[src/rtl/sc_pkg.sv]
// Shared types and Sobol helpers for the stochastic number generators.
package sc_pkg;

  localparam int SC_WIDTH = 14;

  typedef enum logic {
    IDLE = 1'b0,
    RUN  = 1'b1
  } sng_state_e;

  // Direction vector v_k for a 1-D Sobol sequence of the given dimension.
  function automatic logic [31:0] dir_vec(input int dim, input int width, input int k);
    logic [31:0] v;
    if (dim == 0) begin
      v = 32'd1 << (width - 1 - k);
    end else begin
      v = 32'd1 << (width - 1);
      for (int j = 1; j <= k; j++) v = v ^ (v >> 1);
    end
    return v;
  endfunction

  function automatic int lowest_zero_index(input logic [31:0] idx);
    int r;
    r = 32;
    for (int i = 31; i >= 0; i--) begin
      if (!idx[i]) r = i;
    end
    return r;
  endfunction

endpackage

[src/rtl/sobol_seq_gen.sv]
// Sobol point generator: Gray-code ordered, one new point per advance.
// Latency: x/idx update on the edge where advance or clear is high; clear wins.
module sobol_seq_gen
  import sc_pkg::*;
#(
  parameter int WIDTH = SC_WIDTH,
  parameter int DIM   = 0
) (
  input  logic             clk,
  input  logic             rst_n,
  input  logic             clear,
  input  logic             advance,
  output logic [WIDTH-1:0] x,
  output logic [WIDTH-1:0] idx
);

  if (DIM != 0 && DIM != 1) begin : g_bad_dim
    $error("sobol_seq_gen: DIM must be 0 or 1");
  end
  if (WIDTH < 1 || WIDTH > 31) begin : g_bad_width
    $error("sobol_seq_gen: WIDTH must be 1..31");
  end

  logic [WIDTH-1:0] v_tab [WIDTH];

  for (genvar k = 0; k < WIDTH; k++) begin : g_dir
    localparam logic [31:0] VK = dir_vec(DIM, WIDTH, k);
    assign v_tab[k] = VK[WIDTH-1:0];
  end

  int               lz;
  logic [WIDTH-1:0] step;

  // Gray-code order: moving idx -> idx+1 flips exactly the bit at idx's lowest zero.
  always_comb begin
    lz   = lowest_zero_index(32'(idx));
    step = '0;
    for (int k = 0; k < WIDTH; k++) begin
      if (lz == k) step = v_tab[k];
    end
  end

  always_ff @(posedge clk or negedge rst_n) begin
    if (!rst_n) begin
      x   <= '0;
      idx <= '0;
    end else if (clear) begin
      x   <= '0;
      idx <= '0;
    end else if (advance) begin
      x   <= x ^ step;
      idx <= idx + WIDTH'(1);
    end
  end

endmodule

[src/rtl/sobol_sng.sv]
// Binary-to-stochastic encoder: emits 2^WIDTH unipolar bits whose ones count equals in_value.
// Latency: first bit one cycle after accept; out_bit/out_last hold while out_ready is low.
module sobol_sng
  import sc_pkg::*;
#(
  parameter int WIDTH = SC_WIDTH,
  parameter int DIM   = 0
) (
  input  logic           clk,
  input  logic           rst_n,
  input  logic           in_valid,
  output logic           in_ready,
  input  logic [WIDTH:0] in_value,
  output logic           out_valid,
  input  logic           out_ready,
  output logic           out_bit,
  output logic           out_last,
  output logic [WIDTH:0] ones_count
);

  localparam logic [WIDTH:0]   N_VAL    = {1'b1, {WIDTH{1'b0}}};
  localparam logic [WIDTH-1:0] LAST_IDX = '1;

  sng_state_e       state, state_nxt;
  logic [WIDTH:0]   val;
  logic [WIDTH-1:0] x, idx;
  logic             is_last, accept, xfer, clear, advance;

  sobol_seq_gen #(
    .WIDTH (WIDTH),
    .DIM   (DIM)
  ) u_gen (
    .clk     (clk),
    .rst_n   (rst_n),
    .clear   (clear),
    .advance (advance),
    .x       (x),
    .idx     (idx)
  );

  assign is_last  = (idx == LAST_IDX);
  assign accept   = in_valid && in_ready;
  assign xfer     = out_valid && out_ready;
  assign clear    = accept || (xfer && is_last);
  assign advance  = xfer && !is_last;
  assign out_bit  = (state == RUN) && ({1'b0, x} < val);
  assign out_last = (state == RUN) && is_last;

  always_ff @(posedge clk or negedge rst_n) begin
    if (!rst_n) state <= IDLE;
    else        state <= state_nxt;
  end

  always_comb begin
    state_nxt = state;
    in_ready  = 1'b0;
    out_valid = 1'b0;
    unique case (state)
      IDLE: begin
        in_ready = 1'b1;
        if (in_valid) state_nxt = RUN;
      end
      RUN: begin
        out_valid = 1'b1;
        if (out_ready && is_last) state_nxt = IDLE;
      end
      default: state_nxt = IDLE;
    endcase
  end

  // Values above 2^WIDTH saturate so the comparator never sees an unreachable probability.
  always_ff @(posedge clk or negedge rst_n) begin
    if (!rst_n) begin
      val        <= '0;
      ones_count <= '0;
    end else if (accept) begin
      val        <= (in_value > N_VAL) ? N_VAL : in_value;
      ones_count <= '0;
    end else if (xfer) begin
      ones_count <= ones_count + (WIDTH+1)'(out_bit);
    end
  end

endmodule

[config.mk]
export PLATFORM = sky130hd
export DESIGN_NAME = sobol_sng
export DESIGN_NICKNAME = d
export VERILOG_FILES = /design/src/rtl/sc_pkg.sv /design/src/rtl/sobol_seq_gen.sv /design/src/rtl/sobol_sng.sv
export SDC_FILE = /design/constraint.sdc
export NUM_CORES = 1
export LEC_CHECK = 0
export CORE_MARGIN = 2
export CORE_UTILIZATION = 41
export CTS_BUF_LIST = sky130_fd_sc_hd__clkbuf_4 sky130_fd_sc_hd__clkbuf_8
export DETAILED_ROUTE_END_ITERATION = 16
export PLACE_DENSITY = 0.72
export SYNTH_ARGS = -nofsm -noshare
export SYNTH_HDL_FRONTEND = slang
export SYNTH_SLANG_ARGS = --single-unit
[constraint.sdc]
create_clock -name clk -period 4.4 [get_ports clk]
set_input_delay 0.88 -clock clk [delete_from_list [all_inputs] [get_ports clk]]
set_output_delay 0.88 -clock clk [all_outputs]
set_load 0.01 [all_outputs]
## Word level (Yosys, flattened, before mapping)

Cells that the tools add are included.
W data, S select, Z words.

- Register bits after elaboration: 59
- Latch bits: 0
- Bits in writable memories: 0
- ROM bits: 0
- Input bits: 19
- Output and inout bits: 19
- Word-level logic and storage cells: 77
- Memories kept: 0

- Add/subtract/negate cells: 2
- Multipliers: 0
- Divide/modulo/power cells: 0
- Magnitude comparators: 2
- Equal/unequal tests: 14
- Shift operators: 0
- Mux-type cells: 40
- Bitwise logic cells: 2
- Reduce and logical (&&, ||, !) cells: 12

Operators by type and width:

| kind | number |
|---|---|
| $mux W32 | 13 |
| $mux W14 | 18 |
| $eq A32 B5 Y1 const B | 6 |
| $eq A32 B4 Y1 const B | 4 |
| $eq A32 B3 Y1 const B | 2 |
| $mux W15 | 3 |
| $eq A32 B2 Y1 const B | 1 |
| $logic_not A32 Y1 | 1 |
| $add A15 B1 Y15 | 1 |
| $gt A15 B15 Y1 const B | 1 |
| $lt A14 B15 Y1 | 1 |
| $add A14 B1 Y14 const B | 1 |
| $eq A14 B14 Y1 const B | 1 |
| $xor A14 B14 Y14 | 1 |
| $logic_and A1 B1 Y1 | 7 |
| $mux W1 | 4 |
| $reduce_bool A2 Y1 | 2 |
| $mux W2 | 1 |
| $pmux W1 S2 | 1 |
| $logic_not A1 Y1 | 1 |
| $logic_or A1 B1 Y1 | 1 |
| $not A1 Y1 | 1 |

## Depth between registers and ports, before layout

Gate-level depths: netlist of run 1.

- Depth after elaboration: 32
- Depth in mapped cells: 14
- Depth with buffers taken out: 14

## By module

From an unflattened synthesis of run 1, not the netlist that was laid out.

- Cells, all modules: 354
- Area, all modules: 3427.0 µm²

By module, submodules not included:

| module | times used | cells each | area an instance (µm²) | seq. area each (µm²) |
|---|---|---|---|---|
| sobol_sng | 1 | 182 | 1762.9 | 775.7 |
| sobol_seq_gen | 1 | 172 | 1664.1 | 700.7 |

## Least setup slack after synthesis of run 1

No wires, ideal clock.

- Kind: register to register
- From: reg u_gen.x[8]
- To: reg ones_count[12]
- Setup time: 0.132 ns
- Data arrival time: 2.544 ns
- Required time: 4.268 ns
- Path slack: 1.724 ns
- Stages on the path, launching flop included: 14
- Buffers on the path: 0
- Clock period less this slack: 2.676 ns
- Cell sequence: dfrtp_1 ha_1 a21o_1 a21o_1 a21oi_1 o221ai_1 nor2_1 ha_1 ha_1 nand4_1 nor2_1 nand3_1 xor2_1 nor2_1

- Cells in the longest elaborated chain, start to end: 5

RTL lines:

| element | line | source |
|---|---|---|
| start, declared | sobol_seq_gen.sv:13 | `output logic [WIDTH-1:0] x,` |
| start signal, assigned | sobol_seq_gen.sv:51 | `x <= x ^ step;` |
| $lt A14 B15 Y1 | sobol_sng.sv:46 | `assign out_bit = (state == RUN) && ({1'b0, x} < val);` |
| $logic_and A1 B1 Y1 | sobol_sng.sv:46 |  |
| net out_bit | sobol_sng.sv:16 | `output logic out_bit,` |
| $add A15 B1 Y15 | sobol_sng.sv:80 | `ones_count <= ones_count + (WIDTH+1)'(out_bit);` |
| $mux W15 | sobol_sng.sv:79 | `end else if (xfer) begin` |
| $mux W15 | sobol_sng.sv:76 | `end else if (accept) begin` |
| end signal, assigned | sobol_sng.sv:80 |  |
| end, declared | sobol_sng.sv:18 | `output logic [WIDTH:0] ones_count` |

The timed path passes the listed nets, and every way through them passes these cells. The select of a mux whose other input is x is not followed.
A chain may end at the register's enable or synchronous reset.

## Final worst setup path of run 1

- From: reg u_gen.idx[0]
- To: out out_last

- Cells in the longest elaborated chain, start to end: 2

RTL lines:

| element | line | source |
|---|---|---|
| start, declared | sobol_seq_gen.sv:14 | `output logic [WIDTH-1:0] idx` |
| start signal, assigned | sobol_seq_gen.sv:52 | `idx <= idx + WIDTH'(1);` |
| $eq A14 B14 Y1 | sobol_sng.sv:41 | `assign is_last = (idx == LAST_IDX);` |
| $logic_and A1 B1 Y1 | sobol_sng.sv:47 | `assign out_last = (state == RUN) && is_last;` |
| end, declared | sobol_sng.sv:17 | `output logic out_last,` |

Every way passes these cells.

==> results by group, run 1 <==
Synthesis
  – Post-synthesis sequential element count: 59
  – Count of yosys warnings during synthesis: 0
  – Gate Count Post-Synth: 350
  – Most used flip-flop cell after synthesis: sky130_fd_sc_hd__dfrtp_1
  – Post-synthesis area per instance: 9.12 µm²
  – Fraction of registers with async set or reset after synthesis: 100%
  – Post-synth EDFFs: 0
  – Post-synth design cell area: 3190 µm²
  – Number of distinct library cell variants in the gate-level netlist after synthesis: 47
  – Portion of the post-synthesis area used by sequential elements: 46.3%
  – Synth Net Count: 385

Timing
  – Number of failing hold endpoints at the final stage: 0
  – Worst rel slew slack: 50.7%
  – Final min period: 3.29 ns
  – Setup TNS: 0 ns
  – Final setup violating endpoints: 0
  – Count of final max-slew check failures: 0
  – Fmax: 304 MHz
  – RSZ-0062 raised after global routing: false
  – Worst clock skew on the final layout: 0.0101 ns
  – Crit share post-route: 74.7%
  – Worst-margin pin slew: 0.740 ns

Cells and area
  – Most common cell after layout, fill and taps aside: sky130_fd_sc_hd__dfrtp_1
  – Area taken by multi-input logic gates: 1600 µm²
  – Number of nets at the end of the flow: 425
  – Non-filler cells in the finished layout: 497
  – Leading cell types in the layout, fill and taps excluded: sky130_fd_sc_hd__dfrtp_1, sky130_fd_sc_hd__nand2_1, sky130_fd_sc_hd__clkdlybuf4s50_1
  – Layout cells sized above 1: 6.58%
  – Number of diodes added for antenna fixing: 0
  – Layout area overhead: 22.8%
  – Register area: 1480 µm²
  – Number of fillers in the final layout: 735

CTS
  – Skew-Pair Late Insertion Delay: 0.34 ns
  – Post-CTS sizing: 0
  – H-tree depth: 3
  – Clock tree from TritonCTS: built
  – Clock buffers created by TritonCTS: 9
  – Post-CTS setup-driven buffer insertion count: 0
  – CTS Hold Buffers Added: 0
  – Clock net sink count: 59
  – Post-CTS clock slew at the launch and capture registers of the worst setup and hold paths: 0.07 ns
  – Cell chosen for the clock root: sky130_fd_sc_hd__clkbuf_8
  – Maximum clock insertion buffer count: 2

Global routing
  – Wire length of the first global-routing pass: 12700 µm
  – Initial antenna violation count: 0
  – Overflow left after global routing: 0
  – Overall fraction of global-route tracks in use: 18.9%
  – Via count of the first global-routing pass: 2721
  – Pin count of the biggest net entering global routing: 60

Hold path
  – Worst-case hold path end point: u_gen.x[0]$_DFFE_PN0P_
  – Type of the tightest min-delay check: reg -> reg
  – Hold path cells: 1
  – Hold path start: u_gen.x[0]$_DFFE_PN0P_

Worst setup path
  – Sum of buffers and inverters on the critical path: 1
  – R2R depth: 13
  – Setup crit start kind: flip-flop
  – Destination of the worst register-to-register timing path: ones_count[12]$_DFFE_PN0P_
  – Ordered list of cells on the worst path: ha_1, nand3_1, nor4_2, and2_1, clkdlybuf4s50_1
  – Arrival time at the worst endpoint: 2.41 ns
  – Classification of the worst setup path: reg -> out
  – Family of cells with the greatest summed delay on the critical path: simple AND/OR/NAND/NOR gates
  – R2r setup slk: 1.42 ns
  – Highest fanout seen on the critical path: 10
  – Crit Reg-Reg Startpoint: u_gen.x[8]$_DFFE_PN0P_
  – Required time of the critical path: 3.52 ns
  – Logic depth of the worst path, buffers included: 5
  – Cell with the largest stage delay on the worst path: sky130_fd_sc_hd__clkdlybuf4s50_1
  – Delay of the slowest cell on the worst path: 0.53 ns
  – Critical Path Sink Type: output pin

Die
  – Die boundary height: 92.2 µm
  – I/O pins: 38
  – Row count: 32
  – Die Wd: 92.2 µm
  – Core footprint: 7650 µm²
  – DIE AREA: 8510 µm²
  – Initial standard-cell utilization of the core: 41.7%

Pwr
  – Power density of the placed cells: 426 nW/µm²
  – Sw frac: 28.3%
  – Max IR drop VDD: 0.000240 V
  – Clock network fraction of design power: 37.8%
  – Sw Pwr: 0.472 mW
  – Comb pwr share: 20.4%
  – Internal portion of total power: 1.20 mW
  – Relative contribution of sequential cells to total power: 41.7%
  – Static Leak: 1.71 nW

Drt
  – Antenna Violating Nets Remaining: 0
  – Routed wire length per instance: 14.6 µm
  – # DRC: 0
  – Initial DRC Count: 121
  – Wire length reported by the detailed router: 7270 µm
  – Via total after detailed routing: 2723
  – Average via count per standard cell: 5.48
  – First-pass detailed-route iteration total: 5

Job
  – # Max-Cap Violations: 0

Placed design
  – Port bufs: 37
  – Routability Congestion: 0.850
  – Number of placed instances, taps included: 481
  – Detail Placement HPWL: 5190 µm

Run status
  – Result of the run: completed
## worst max-delay path by stage
| stage | start | endpoint |
|---|---|---|
| CTS | u_gen.idx[0]$_DFFE_PN0P_ | out_last |
| floorplan | u_gen.x[8]$_DFFE_PN0P_ | ones_count[12]$_DFFE_PN0P_ |
| detailed placement | u_gen.x[8]$_DFFE_PN0P_ | ones_count[12]$_DFFE_PN0P_ |
| global route | u_gen.idx[0]$_DFFE_PN0P_ | out_last |
| global placement | u_gen.x[8]$_DFFE_PN0P_ | out_bit |
| finish | u_gen.idx[0]$_DFFE_PN0P_ | out_last |
## logic make-up after synthesis
logic type | count (synthesis) | share of synthesized area, %
flops | 59 | 46.3
compound gates | 83 | 17.0
xor+xnor | 12 | 3.29
simple gates | 148 | 22.5
buf+inv | 29 | 3.76
mux | 3 | 0.941
fa+ha+maj | 16 | 6.27
## Yosys cell counts, drive strengths merged (2+ instances only)
| library cell | n | area share (%) |
|---|---|---|
| mux2i | 3 | 0.94 |
| o221ai | 2 | 0.74 |
| a21oi | 11 | 1.7 |
| o31ai | 10 | 2.4 |
| buf | 5 | 0.94 |
| o311ai | 3 | 0.82 |
| a31oi | 2 | 0.39 |
| nand2 | 57 | 6.7 |
| nand3 | 15 | 2.4 |
| xnor2 | 6 | 1.6 |
| nand2b | 4 | 0.78 |
| dfrtp | 59 | 46 |
| xor2 | 6 | 1.6 |
| clkbuf | 7 | 0.82 |
| nand3b | 2 | 0.47 |
| nand4 | 12 | 2.4 |
| a211oi | 2 | 0.47 |
| or4 | 2 | 0.47 |
| inv | 17 | 2.0 |
| and3 | 3 | 0.59 |
| ha | 16 | 6.3 |
| nor2b | 4 | 0.78 |
| nor3 | 4 | 0.63 |
| and2 | 4 | 0.78 |
| a22o | 3 | 0.82 |
| a21o | 5 | 1.2 |
| or3 | 5 | 0.98 |
| o211ai | 9 | 2.1 |
| nor2 | 26 | 3.1 |
| nor4 | 5 | 1.2 |
| o21ai | 30 | 4.7 |
## area by class of cell
| class | count | area share (%) |
|---|---|---|
| Clock buffer | 12 | 4.21 |
| Clock inverter | 4 | 2.43 |
| Inverter | 17 | 1.63 |
| Multi-Input combinational cell | 262 | 40.7 |
| Sequential cell | 59 | 37.7 |
| Tap cell | 102 | 3.26 |
| Timing Repair Buffer | 41 | 10.1 |
## power groups by stage
stage	logic [mW]	clock network [mW]	registers, mW
after global placement	0.327	0	0.699
after CTS	0.345	0.645	0.695
after detailed placement	0.341	0	0.704
after global routing	0.384	0.670	0.710
final	0.341	0.632	0.697
after floorplan	0.206	0	0.690
## through the flow
step	hold slack (ns)	setup slack (ns)	cell area (µm²)	power (mW)	utilization (%)
after floorplan	0.440	1.72	3190	0.896	-
after global placement	0.467	1.53	3660	1.03	47.8
after detailed placement	0.475	1.47	3660	1.05	47.8
after CTS	0.486	1.11	3920	1.69	51.2
after global routing	0.513	0.942	3920	1.76	51.2
final	0.483	1.11	3920	1.67	51.2
## sequential cells by signal, summed over array words and instances, names as in the netlist
signal      count
state           1
u_gen.idx      14
u_gen.x        14
ones_count     15
val            15
## per-layer routing
metal	GRT usage [%]	part of all wire, %
met1	23.5	46
met2	31.6	48
met5	0	0
met3	5.34	4.5
met4	6.34	1.5
Note: power is estimated with default switching activity, not from simulation.
==> run 2: changes to the inputs <==
--- a/config.mk
+++ b/config.mk
@@ -9,7 +9,7 @@
 export CORE_UTILIZATION = 41
 export CTS_BUF_LIST = sky130_fd_sc_hd__clkbuf_4 sky130_fd_sc_hd__clkbuf_8
 export DETAILED_ROUTE_END_ITERATION = 16
-export PLACE_DENSITY = 0.72
+export PLACE_DENSITY = 0.74
 export SYNTH_ARGS = -nofsm -noshare
 export SYNTH_HDL_FRONTEND = slang
 export SYNTH_SLANG_ARGS = --single-unit
==> constraint.sdc (replaced) <==
create_clock -name clk -period 2.91 [get_ports clk]
set_input_delay 0.582 -clock clk [delete_from_list [all_inputs] [get_ports clk]]
set_output_delay 0.582 -clock clk [all_outputs]
set_load 0.01 [all_outputs]
==> run 2 against run 1 <==
Compared with the run above:
- die area is the same
- design area hardly changed
- critical path depth unchanged
- register-to-register slack worse by 1.2 ns
- flip-flop and latch count did not move
==> results by group, run 2 (synthesis results as in run 1) <==
CTS
  – Clock net sink count: 59
  – Clock buffers created by TritonCTS: 9
  – Clock tree from TritonCTS: built
  – Cell chosen for the clock root: sky130_fd_sc_hd__clkbuf_8
  – Maximum clock insertion buffer count: 2
  – Post-CTS clock slew at the launch and capture registers of the worst setup and hold paths: 0.06 ns
  – H-tree depth: 3
  – Skew-Pair Late Insertion Delay: 0.34 ns

Die
  – Die Wd: 92.2 µm
  – I/O pins: 38
  – Row count: 32
  – Core footprint: 7650 µm²
  – Initial standard-cell utilization of the core: 41.7%
  – DIE AREA: 8510 µm²
  – Die boundary height: 92.2 µm

Worst setup path
  – Setup crit start kind: flip-flop
  – Sum of buffers and inverters on the critical path: 1
  – R2r setup slk: 0.23 ns
  – Arrival time at the worst endpoint: 2.20 ns
  – Family of cells with the greatest summed delay on the critical path: simple AND/OR/NAND/NOR gates
  – Ordered list of cells on the worst path: ha_1, nand3_1, nor4_4, and2_1, clkdlybuf4s50_1
  – Cell with the largest stage delay on the worst path: sky130_fd_sc_hd__clkdlybuf4s50_1
  – Classification of the worst setup path: reg -> out
  – Delay of the slowest cell on the worst path: 0.52 ns
  – R2R depth: 13
  – Required time of the critical path: 2.33 ns
  – Critical Path Sink Type: output pin
  – Logic depth of the worst path, buffers included: 5
  – Highest fanout seen on the critical path: 8

Drt
  – Highest routing layer actually used: met4
  – Antenna Violating Nets Remaining: 0
  – Met3 wirelength from detailed routing: 340 µm
  – Average via count per standard cell: 5.47
  – Met1 routed wirelength after detailed routing: 3350 µm
  – Initial DRC Count: 145
  – Routed wl met2: 3560 µm
  – First-pass detailed-route iteration total: 4
  – Wire length reported by the detailed router: 7360 µm
  – Routed wire length per instance: 14.6 µm
  – Via total after detailed routing: 2760
  – # DRC: 0

Placed design
  – Detail Placement HPWL: 5310 µm
  – Number of placed instances, taps included: 489
  – Port bufs: 37
  – Routability Congestion: 0.886
  – Instance area at placement: 3720 µm²

Pwr
  – Max IR drop VDD: 0.000292 V
  – Static Leak: 1.72 nW
  – Power density of the placed cells: 569 nW/µm²

Cells and area
  – Most common cell after layout, fill and taps aside: sky130_fd_sc_hd__dfrtp_1
  – Leading cell types in the layout, fill and taps excluded: sky130_fd_sc_hd__dfrtp_1, sky130_fd_sc_hd__nand2_1, sky130_fd_sc_hd__clkdlybuf4s50_1
  – Number of diodes added for antenna fixing: 0
  – Number of nets at the end of the flow: 434
  – Post-route design area: 3920 µm²
  – Layout cells sized above 1: 9.43%
  – Non-filler cells in the finished layout: 505
  – Layout area overhead: 22.7%
  – Largest regs: ones_count x15, val x15

Global routing
  – Wire length of the first global-routing pass: 12700 µm
  – Pin count of the biggest net entering global routing: 60
  – Overall fraction of global-route tracks in use: 19.0%
  – Initial antenna violation count: 0
  – Overflow left after global routing: 0
  – Via count of the first global-routing pass: 2798

Timing
  – RSZ-0062 raised after global routing: false
  – Crit share post-route: 95.5%
  – Worst-margin pin slew: 0.721 ns
  – Fmax: 360 MHz
  – Worst rel slew slack: 51.4%
  – Worst clock skew on the final layout: 0.00521 ns
  – Setup TNS: 0 ns
  – Number of failing hold endpoints at the final stage: 0
  – Count of final max-slew check failures: 0
  – Final min period: 2.78 ns
  – Final setup violating endpoints: 0

Hold path
  – Type of the tightest min-delay check: in -> async

Run status
  – Result of the run: completed

Job
  – # Max-Cap Violations: 0
## run 2: cell types whose count changed in the layout (fill, tap and decap cells not counted), sizes merged
cell	before	now
clkinv	1	3
buf	5	14
clkdlybuf4s50	36	35
dlygate4sd2	0	1
bufinv	3	0
## run 2: area by class of cell
| class | instances | area [µm²] |
|---|---|---|
| clock inverter | 3 | 15.0 |
| fill | 717 | 3730 |
| multi-input combinational | 262 | 1620 |
| tap | 102 | 128 |
| timing repair buffer | 50 | 462 |
| sequential | 59 | 1480 |
| inverter | 17 | 63.8 |
| clock buffer | 12 | 153 |
## run 2: timing repair
| item | CTS | global route |
|---|---|---|
| gates resized for setup | 1 | 6 |
| pin swaps | 0 | 4 |
| hold buffers | 0 | 0 |
| setup buffers | 0 | 1 |
| endpoints found under the setup margin | 1 | 5 |
## run 2: worst paths after layout
path                                          start                         end
max                        u_gen.idx[1]$_DFFE_PN0P_                    out_last
min                                           rst_n         val[14]$_DFFE_PN0P_
max reg2reg                  u_gen.x[8]$_DFFE_PN0P_  ones_count[11]$_DFFE_PN0P_
min reg2reg                  u_gen.x[0]$_DFFE_PN0P_      u_gen.x[0]$_DFFE_PN0P_
max in group asynchronous                     rst_n    u_gen.idx[1]$_DFFE_PN0P_
min in group clk             u_gen.x[0]$_DFFE_PN0P_      u_gen.x[0]$_DFFE_PN0P_
## run 2: per-layer routing
layer,vias to the layer above,GRT usage (%)
li1,1350,-
met1,1327,22.6
met2,72,31.9
met3,11,6.33
met4,0,7.21
met5,-,0
## run 2: per-stage QoR
| stage | setup WS, ns | power, mW | utilization, % | hold slack [ns] |
|---|---|---|---|---|
| floorplan | 0.234 | 1.36 | - | 0.286 |
| global placement | 0.232 | 1.55 | 48.6 | 0.474 |
| detailed placement | 0.137 | 1.58 | 48.6 | 0.488 |
| CTS | 0.00393 | 2.23 | 50.8 | 0.409 |
| global route | 0.00541 | 2.37 | 51.2 | 0.441 |
| finish | 0.132 | 2.23 | 51.2 | 0.377 |
## run 2: worst reg2reg max path, cell delays in order (launching register included)
cell,delay [ns]
sky130_fd_sc_hd__dfrtp_1,0.41
sky130_fd_sc_hd__ha_1,0.31
sky130_fd_sc_hd__a21o_1,0.16
sky130_fd_sc_hd__a21o_1,0.17
sky130_fd_sc_hd__a21oi_1,0.14
sky130_fd_sc_hd__o221ai_1,0.11
sky130_fd_sc_hd__nor2_1,0.19
sky130_fd_sc_hd__ha_2,0.22
sky130_fd_sc_hd__buf_4,0.11
sky130_fd_sc_hd__nand4_1,0.10
sky130_fd_sc_hd__nor3_1,0.32
sky130_fd_sc_hd__nand2_1,0.12
sky130_fd_sc_hd__xor2_1,0.15
sky130_fd_sc_hd__nor2_1,0.05
## run 2: power by group
part | leakage (nW) | internal [mW] | total (mW) | switching, mW
logic | 0.851 | 0.257 | 0.528 | 0.270
registers | 0.780 | 0.929 | 1.05 | 0.122
clock network | 0.0928 | 0.342 | 0.648 | 0.306
